## src/rtl/r_top.sv

```systemverilog
// UART receive top: 8x oversampled 8N1/8E1/8O1 decoder that packs eight good
// bytes into a 64-bit word and pulses fr, or reports perr/ferr per dropped byte.
`timescale 1ns/1ps
module r_top #(
  parameter int unsigned CLK_DIV = 651
) (
  input  logic        clk,
  input  logic        rst_m,
  input  logic        parity_en,
  input  logic        parity_kind,
  input  logic        rxd,
  output logic [64:1] data,
  output logic        fr,
  output logic        perr,
  output logic        ferr
);

  typedef enum logic [2:0] {
    S_IDLE   = 3'd0,
    S_START  = 3'd1,
    S_DATA   = 3'd2,
    S_PARITY = 3'd3,
    S_STOP   = 3'd4
  } state_t;

  localparam logic [15:0] TICK_MAX = 16'(CLK_DIV - 1);

  function automatic logic f_par_mismatch(input logic [7:0] b, input logic pbit,
                                          input logic kind);
    f_par_mismatch = (^b) ^ pbit ^ kind;
  endfunction

  state_t      r_state;
  state_t      w_state_nx;
  logic        r_sync1;
  logic        r_sync2;
  logic        r_rxd_p;
  logic [15:0] r_tick_cnt;
  logic [2:0]  r_sc;
  logic [2:0]  r_bit_idx;
  logic [7:0]  r_byte;
  logic        r_par_en;
  logic        r_par_kind;
  logic        r_par_err;
  logic [2:0]  r_bcnt;
  logic [63:0] r_asm;
  logic        w_rxd_s;
  logic        w_tick;
  logic        w_sc_clr;
  logic        w_go_data;
  logic        w_shift;
  logic        w_par_smp;
  logic        w_stop_smp;

  assign w_rxd_s = r_sync2;
  assign w_tick  = (r_tick_cnt == TICK_MAX);

  // State register
  always_ff @(posedge clk) begin
    if (!rst_m) begin
      r_state <= S_IDLE;
    end else begin
      r_state <= w_state_nx;
    end
  end

  // Next-state decode; every transition happens on a sample tick
  always_comb begin
    w_state_nx = r_state;
    w_sc_clr   = 1'b0;
    w_go_data  = 1'b0;
    w_shift    = 1'b0;
    w_par_smp  = 1'b0;
    w_stop_smp = 1'b0;
    if (w_tick) begin
      case (r_state)
        S_IDLE: begin
          if (!w_rxd_s && r_rxd_p) begin
            w_state_nx = S_START;
            w_sc_clr   = 1'b1;
          end else begin
            w_state_nx = S_IDLE;
          end
        end
        S_START: begin
          if (r_sc == 3'd3) begin
            if (!w_rxd_s) begin
              w_state_nx = S_DATA;
              w_go_data  = 1'b1;
            end else begin
              w_state_nx = S_IDLE;
            end
          end else begin
            w_state_nx = S_START;
          end
        end
        S_DATA: begin
          if (r_sc == 3'd7) begin
            w_shift = 1'b1;
            if (r_bit_idx == 3'd7) begin
              w_state_nx = r_par_en ? S_PARITY : S_STOP;
            end else begin
              w_state_nx = S_DATA;
            end
          end else begin
            w_state_nx = S_DATA;
          end
        end
        S_PARITY: begin
          if (r_sc == 3'd7) begin
            w_par_smp  = 1'b1;
            w_state_nx = S_STOP;
          end else begin
            w_state_nx = S_PARITY;
          end
        end
        S_STOP: begin
          if (r_sc == 3'd7) begin
            w_stop_smp = 1'b1;
            w_state_nx = S_IDLE;
          end else begin
            w_state_nx = S_STOP;
          end
        end
        default: w_state_nx = S_IDLE;
      endcase
    end else begin
      w_state_nx = r_state;
    end
  end

  // Synchronizer, free-running tick counter and tick-rate edge history
  always_ff @(posedge clk) begin
    if (!rst_m) begin
      r_sync1    <= 1'b1;
      r_sync2    <= 1'b1;
      r_rxd_p    <= 1'b1;
      r_tick_cnt <= 16'd0;
      r_sc       <= 3'd0;
    end else begin
      r_sync1 <= rxd;
      r_sync2 <= r_sync1;
      if (w_tick) begin
        r_tick_cnt <= 16'd0;
        r_rxd_p    <= w_rxd_s;
        r_sc       <= (w_sc_clr || w_go_data) ? 3'd0 : r_sc + 3'd1;
      end else begin
        r_tick_cnt <= r_tick_cnt + 16'd1;
      end
    end
  end

  // Byte shift, parity check, word assembly and result pulses
  always_ff @(posedge clk) begin
    if (!rst_m) begin
      r_bit_idx  <= 3'd0;
      r_byte     <= 8'h00;
      r_par_en   <= 1'b0;
      r_par_kind <= 1'b0;
      r_par_err  <= 1'b0;
      r_bcnt     <= 3'd0;
      r_asm      <= 64'h0;
      data       <= 64'h0;
      fr         <= 1'b0;
      perr       <= 1'b0;
      ferr       <= 1'b0;
    end else begin
      fr   <= 1'b0;
      perr <= 1'b0;
      ferr <= 1'b0;
      if (w_go_data) begin
        r_par_en   <= parity_en;
        r_par_kind <= parity_kind;
        r_par_err  <= 1'b0;
        r_bit_idx  <= 3'd0;
      end
      if (w_shift) begin
        r_byte    <= {w_rxd_s, r_byte[7:1]};
        r_bit_idx <= r_bit_idx + 3'd1;
      end
      if (w_par_smp) begin
        r_par_err <= f_par_mismatch(r_byte, w_rxd_s, r_par_kind);
      end
      // Framing error outranks parity error; either drops the partial word
      if (w_stop_smp) begin
        if (!w_rxd_s) begin
          ferr   <= 1'b1;
          r_bcnt <= 3'd0;
        end else if (r_par_err) begin
          perr   <= 1'b1;
          r_bcnt <= 3'd0;
        end else begin
          r_asm[{r_bcnt, 3'b000} +: 8] <= r_byte;
          r_bcnt <= r_bcnt + 3'd1;
          if (r_bcnt == 3'd7) begin
            data <= {r_byte, r_asm[55:0]};
            fr   <= 1'b1;
          end
        end
      end
    end
  end

endmodule

```

## config.mk

```make
export PLATFORM = sky130hd
export DESIGN_NAME = r_top
export DESIGN_NICKNAME = d
export VERILOG_FILES = /design/src/rtl/r_top.sv
export SDC_FILE = /design/constraint.sdc
export NUM_CORES = 1
export LEC_CHECK = 0
export CELL_PAD_IN_SITES_DETAIL_PLACEMENT = 0
export CELL_PAD_IN_SITES_GLOBAL_PLACEMENT = 1
export CORE_MARGIN = 3
export CORE_UTILIZATION = 46
export DETAILED_ROUTE_END_ITERATION = 10
export GPL_ROUTABILITY_DRIVEN = 0
export HOLD_SLACK_MARGIN = 0.08
export PLACE_DENSITY_LB_ADDON = 0.1
export SLEW_MARGIN = 40
export SYNTH_ARGS = -nofsm -noshare
export SYNTH_HDL_FRONTEND = slang
export SYNTH_SLANG_ARGS = --single-unit
```

## constraint.sdc

```tcl
create_clock -name clk -period 4.4 [get_ports clk]
set_input_delay 0.66 -clock clk [delete_from_list [all_inputs] [get_ports clk]]
set_output_delay 0.66 -clock clk [all_outputs]
set_load 0.03 [all_outputs]
```

Word-level counts from Yosys, hierarchy flattened
Index checks and enable logic that the tools add are counted.
Widths: inputs -> output; s select.

word-level totals
  memories kept = 0
  memory bits (writable) = 0
  bits in latches = 0
  bits in registers = 173
  logic and storage cells = 85
  ROM bits = 0

cells by class
  divide/modulo/power cells = 0
  multiplexer cells = 33
  magnitude comparators = 0
  bitwise logic cells = 6
  equal/unequal tests = 9
  reductions and logical operators = 13
  $mul = 0
  shift operators = 2
  add/sub/neg operators = 5

operators by type and width
  kind                    number
  $bwmux 64               1
  $shift 8x8->64 const A  1
  $shiftx 8x8->64         1
  $mux 3                  11
  $mux 1                  19
  $add 16x1->16 const B   1
  $eq 16x10->1 const B    1
  $pmux 3 s5              1
  $eq 3x3->1 const B      4
  $add 3x1->3 const B     3
  $eq 3x2->1 const B      3
  $neg 6->8               1
  $reduce_xor 8->1        1
  $reduce_and 3->1        2
  $not 1->1               4
  $reduce_and 4->1        1
  $reduce_bool 2->1       2
  $reduce_or 4->1         1
  $eq 3x1->1 const B      1
  $logic_not 3->1         1
  $mux 2                  1
  $reduce_and 2->1        1
  $reduce_or 2->1         1
  $xor 1x1->1             2
  other kinds (3)         3

Logic depth before layout (Yosys ltp)
  word-level depth = 7
  depth in mapped cells = 9
  gate-level depth less buffers = 8

Least setup slack after synthesis
OpenSTA, ideal clock, no wires.

  kind = register to register
  start = reg r_bcnt[0]
  end = reg r_asm[48]
  library setup time = 0.128 ns
  stages on the path, launching flop included = 9
  arrival time = 2.265 ns
  required time = 4.272 ns
  path slack = 2.008 ns
  cells stage by stage = dfxtp_1 > inv_1 > ha_1 > ha_1 > or4_1 > or4_1 > buf_2 > mux2i_1 > nor2_1

between the ends
  word-level cells in the longest chain between the ends = 3

ends and longest elaborated chain
  element                                                   line  source
  start: declaration                                        45    logic [2:0] r_bcnt;
  start signal: assignment                                  194   r_bcnt <= r_bcnt + 3'd1;
  $neg 6->8 (*)                                             193   r_asm[{r_bcnt, 3'b000} +: 8] <= r_byte;
  $shiftx 8x8->64 / $shift 8x8->64 (equally long branches)  193
  $bwmux 64 (*)                                             193
  end signal: indexed assignment                            193
  end: declaration                                          46    logic [63:0] r_asm;

Mark *: on every way between the ends. The rest lies on a longest branch, timed or not.
A chain may end at the register's enable or synchronous reset.

Worst setup path in the final report
  start = reg r_bcnt[0]
  end = reg r_asm[39]

Same word-level chain as after synthesis.

==> results.toml <==
[status]
status = "finished, final reports clean"

[synthesis]
synth_xor_area_frac = 0.0286
synth_most_common_cell = "dfxtp_1"
synth-simple-area-share = 0.227
yosysTopAreaCell = "dfxtp_1"
synth_top_family_by_area = "simple AND/OR/NAND/NOR gates"
netlist_instances = 713
synth_fp_nets = 729
synth_cell_types = 48
synth-adder-area-share = 0.0214
syn_avg_cell_area_um2 = 9.03
ys_warn_count = 0
synth_compound_area_frac = 0.0723
synthTopCellsByArea = "dfxtp_1 (51%), mux2i_1 (10%), nand2_1 (8.5%)"
async_flop_share = 0
ys_seq_area_frac = 0.513
synthMuxAreaShare = 0.104
synth_edf_count = 0
synth_top_area_share = 0.513
syn_area_um2 = 6440
synth_flop_cell = "dfxtp_1"
synth_common_cells = "dfxtp_1 (165), nand2_1 (146), nor2_1 (92), a21oi_1 (73), mux2i_1 (67)"
ys_ff_latch = 165

[clocking]
numCtsBuffers = 17
ctsRootBufferMaster = "clkbuf_16"
clkTransAtPathRegs_ps = 60
cts_setup_buffers = 0
clock_latency_ps = 420
clockBufferDepth = 2
cts_tree = "built"
cts_resized = 0
cts_sinks = 165
htreeDepth = 4
hold_buffers = 0

[grt]
grt_pass1_vias = 4728
overflow = 0
met1_usage = 0.243
met2_usage = 0.297
grt_max_degree = 75
top_usage_layer = "met2"
grt_first_pass_wirelength_mm = 23.5
antenna_found_initial = 0
track_usage = 0.183
grtUsageMet3 = 0.0450

[detailed_routing]
post-route-drc-count = 0
first_iter_violations = 316
viasPerCell = 5.09
wl_per_cell_um = 14.7
antenna_left = 0
drt-total-wl_mm = 13.9
drt_pre_antenna_iters = 4
dr_total_vias = 4812

[sta]
tns_ps = 0
timing.slew.headroom = 0.482
worst_slack_ps = 1670
rsz0062_at_grt = "false"
fmaxAchievable_ghz = 0.366
drv_slew = 0
fin_crit_sh = 0.620
clock_skew_ps = 7.26
hold_viol = 0
tightest_slew_ps = 771
setup_viol = 0
min_period_ps = 2730

[cells_and_area]
layout-drive-gt1-share = 0.0584
nFillCells = 1249
nets = 773
area_growth_syn_to_layout_pct = 21.5
multiInputGateArea_um2 = 2950
insertedDiodeCount = 0
register_area_um2 = 3300

[critical_path]
worstPathArrival_ps = 3000
crit_fanout = 8
end_kind = "flip-flop"
critical_path_class = "reg2reg"
crit_start = "r_bcnt[0]$_SDFFE_PN0P_"
critPathLaunchType = "flip-flop"
r2r_start = "r_bcnt[0]$_SDFFE_PN0P_"
required_ps = 4670

[place]
post-place-ws_ps = 1690
portBuffers = 71
dp_hpwl_mm = 8.78

[min_path]
min-delay-start = "r_sync1$_SDFF_PN1_"
hp-class = "reg2reg"

[pwr]
power_frac_seq = 0.500
p_switching_uw = 596
p_int_mw = 2.40
pwr-share-comb = 0.013
p_per_area_nw_per_um2 = 384
peakVddDrop_mv = 0.259
switching_share = 0.199
p_clk_frac = 0.487
leakage_nw = 2.78

[floorplanning]
coreArea_um2 = 13500
num_rows = 42
start_util = 0.479
dieArea_um2 = 15500
ioPinCount = 72
die_h_um = 124
die_w_um = 124

[flow_run]
drv_cap = 0
[cells by family (layout without fill, tap and decap cells)]
logic type	count (synthesis)	count (layout)
flops	165	165
compound gates	86	86
buf+inv	54	111
mux	67	67
simple gates	309	309
xor+xnor	21	21
fa+ha+maj	11	11
[worst paths after layout]
kind / to / slack [ps] / cells after the start
setup / recovery: r_asm[39]$_SDFFE_PN0P_ / 1670 / 7
hold / removal: r_sync2$_SDFF_PN1_ / 410 / 1
setup reg to reg: r_asm[39]$_SDFFE_PN0P_ / 1670 / 7
hold reg to reg: r_sync2$_SDFF_PN1_ / 410 / 1
[metrics by stage]
stage                     instances  hold slack, ps  power [mW]  cell area [µm²]   util
after detailed placement        914             395        1.57             7230  0.538
after global routing            946             423        3.10             7820  0.581
after floorplan                 713             386        1.56             6440      -
after global placement          914             396        1.57             7220  0.536
after CTS                       946             409        3.03             7820  0.581
final                           946             406        3.00             7820  0.581
[final cells by class]
class                           count  area share
Tap cell                          176      0.0282
Timing Repair Buffer               73      0.0944
Inverter                            6     0.00320
Multi-Input combinational cell    494       0.377
Clock buffer                       25      0.0633
Sequential cell                   165       0.422
Clock inverter                      7      0.0120
[flip-flops by register name (all words and copies together), names as in the netlist, 3 cells and up]
name	flops
r_bit_idx	3
data	64
r_bcnt	3
r_byte	8
r_sc	3
r_asm	56
r_state	3
r_tick_cnt	16
[power groups by stage]
stage / Combinational [mW] / Clock [mW] / Sequential, mW
after floorplan: 0.0283 / 0 / 1.53
after global placement: 0.0381 / 0 / 1.53
after global routing: 0.0417 / 1.56 / 1.50
after CTS: 0.0385 / 1.49 / 1.50
after detailed placement: 0.0383 / 0 / 1.53
final: 0.0378 / 1.46 / 1.50
[routing by layer]
layer	part of all wire	wire, µm
met5	0	0
met4	0.011	153
met3	0.045	631
met2	0.46	6440
met1	0.48	6720
[critical path, stage by stage, from the launching register on]
cell and delay [ps]:
dfxtp_1 430, inv_1 80, ha_1 210, ha_1 200, or4_1 590, or4b_1 780
mux2i_1 240, nor2_1 60
[cell usage in the layout (no fill, tap or decap), types with 3 or more instances in the layout]
cell,instances
nor3_1,5
nor4_4,4
nor2b_1,5
nor2_1,92
clkdlybuf4s50_1,71
xnor2_1,13
dfxtp_1,165
clkbuf_16,17
mux2i_1,67
clkbuf_8,4
nand3_1,12
clkbuf_1,4
o21ai_0,3
or3_1,4
nand2b_1,7
a21oi_1,73
nand4_1,4
ha_1,11
nand2_1,146
and4_1,3
nor4_1,3
inv_1,5
xor2_1,8
and3_1,4
No activity file was read; power rests on OpenSTA's default activity.
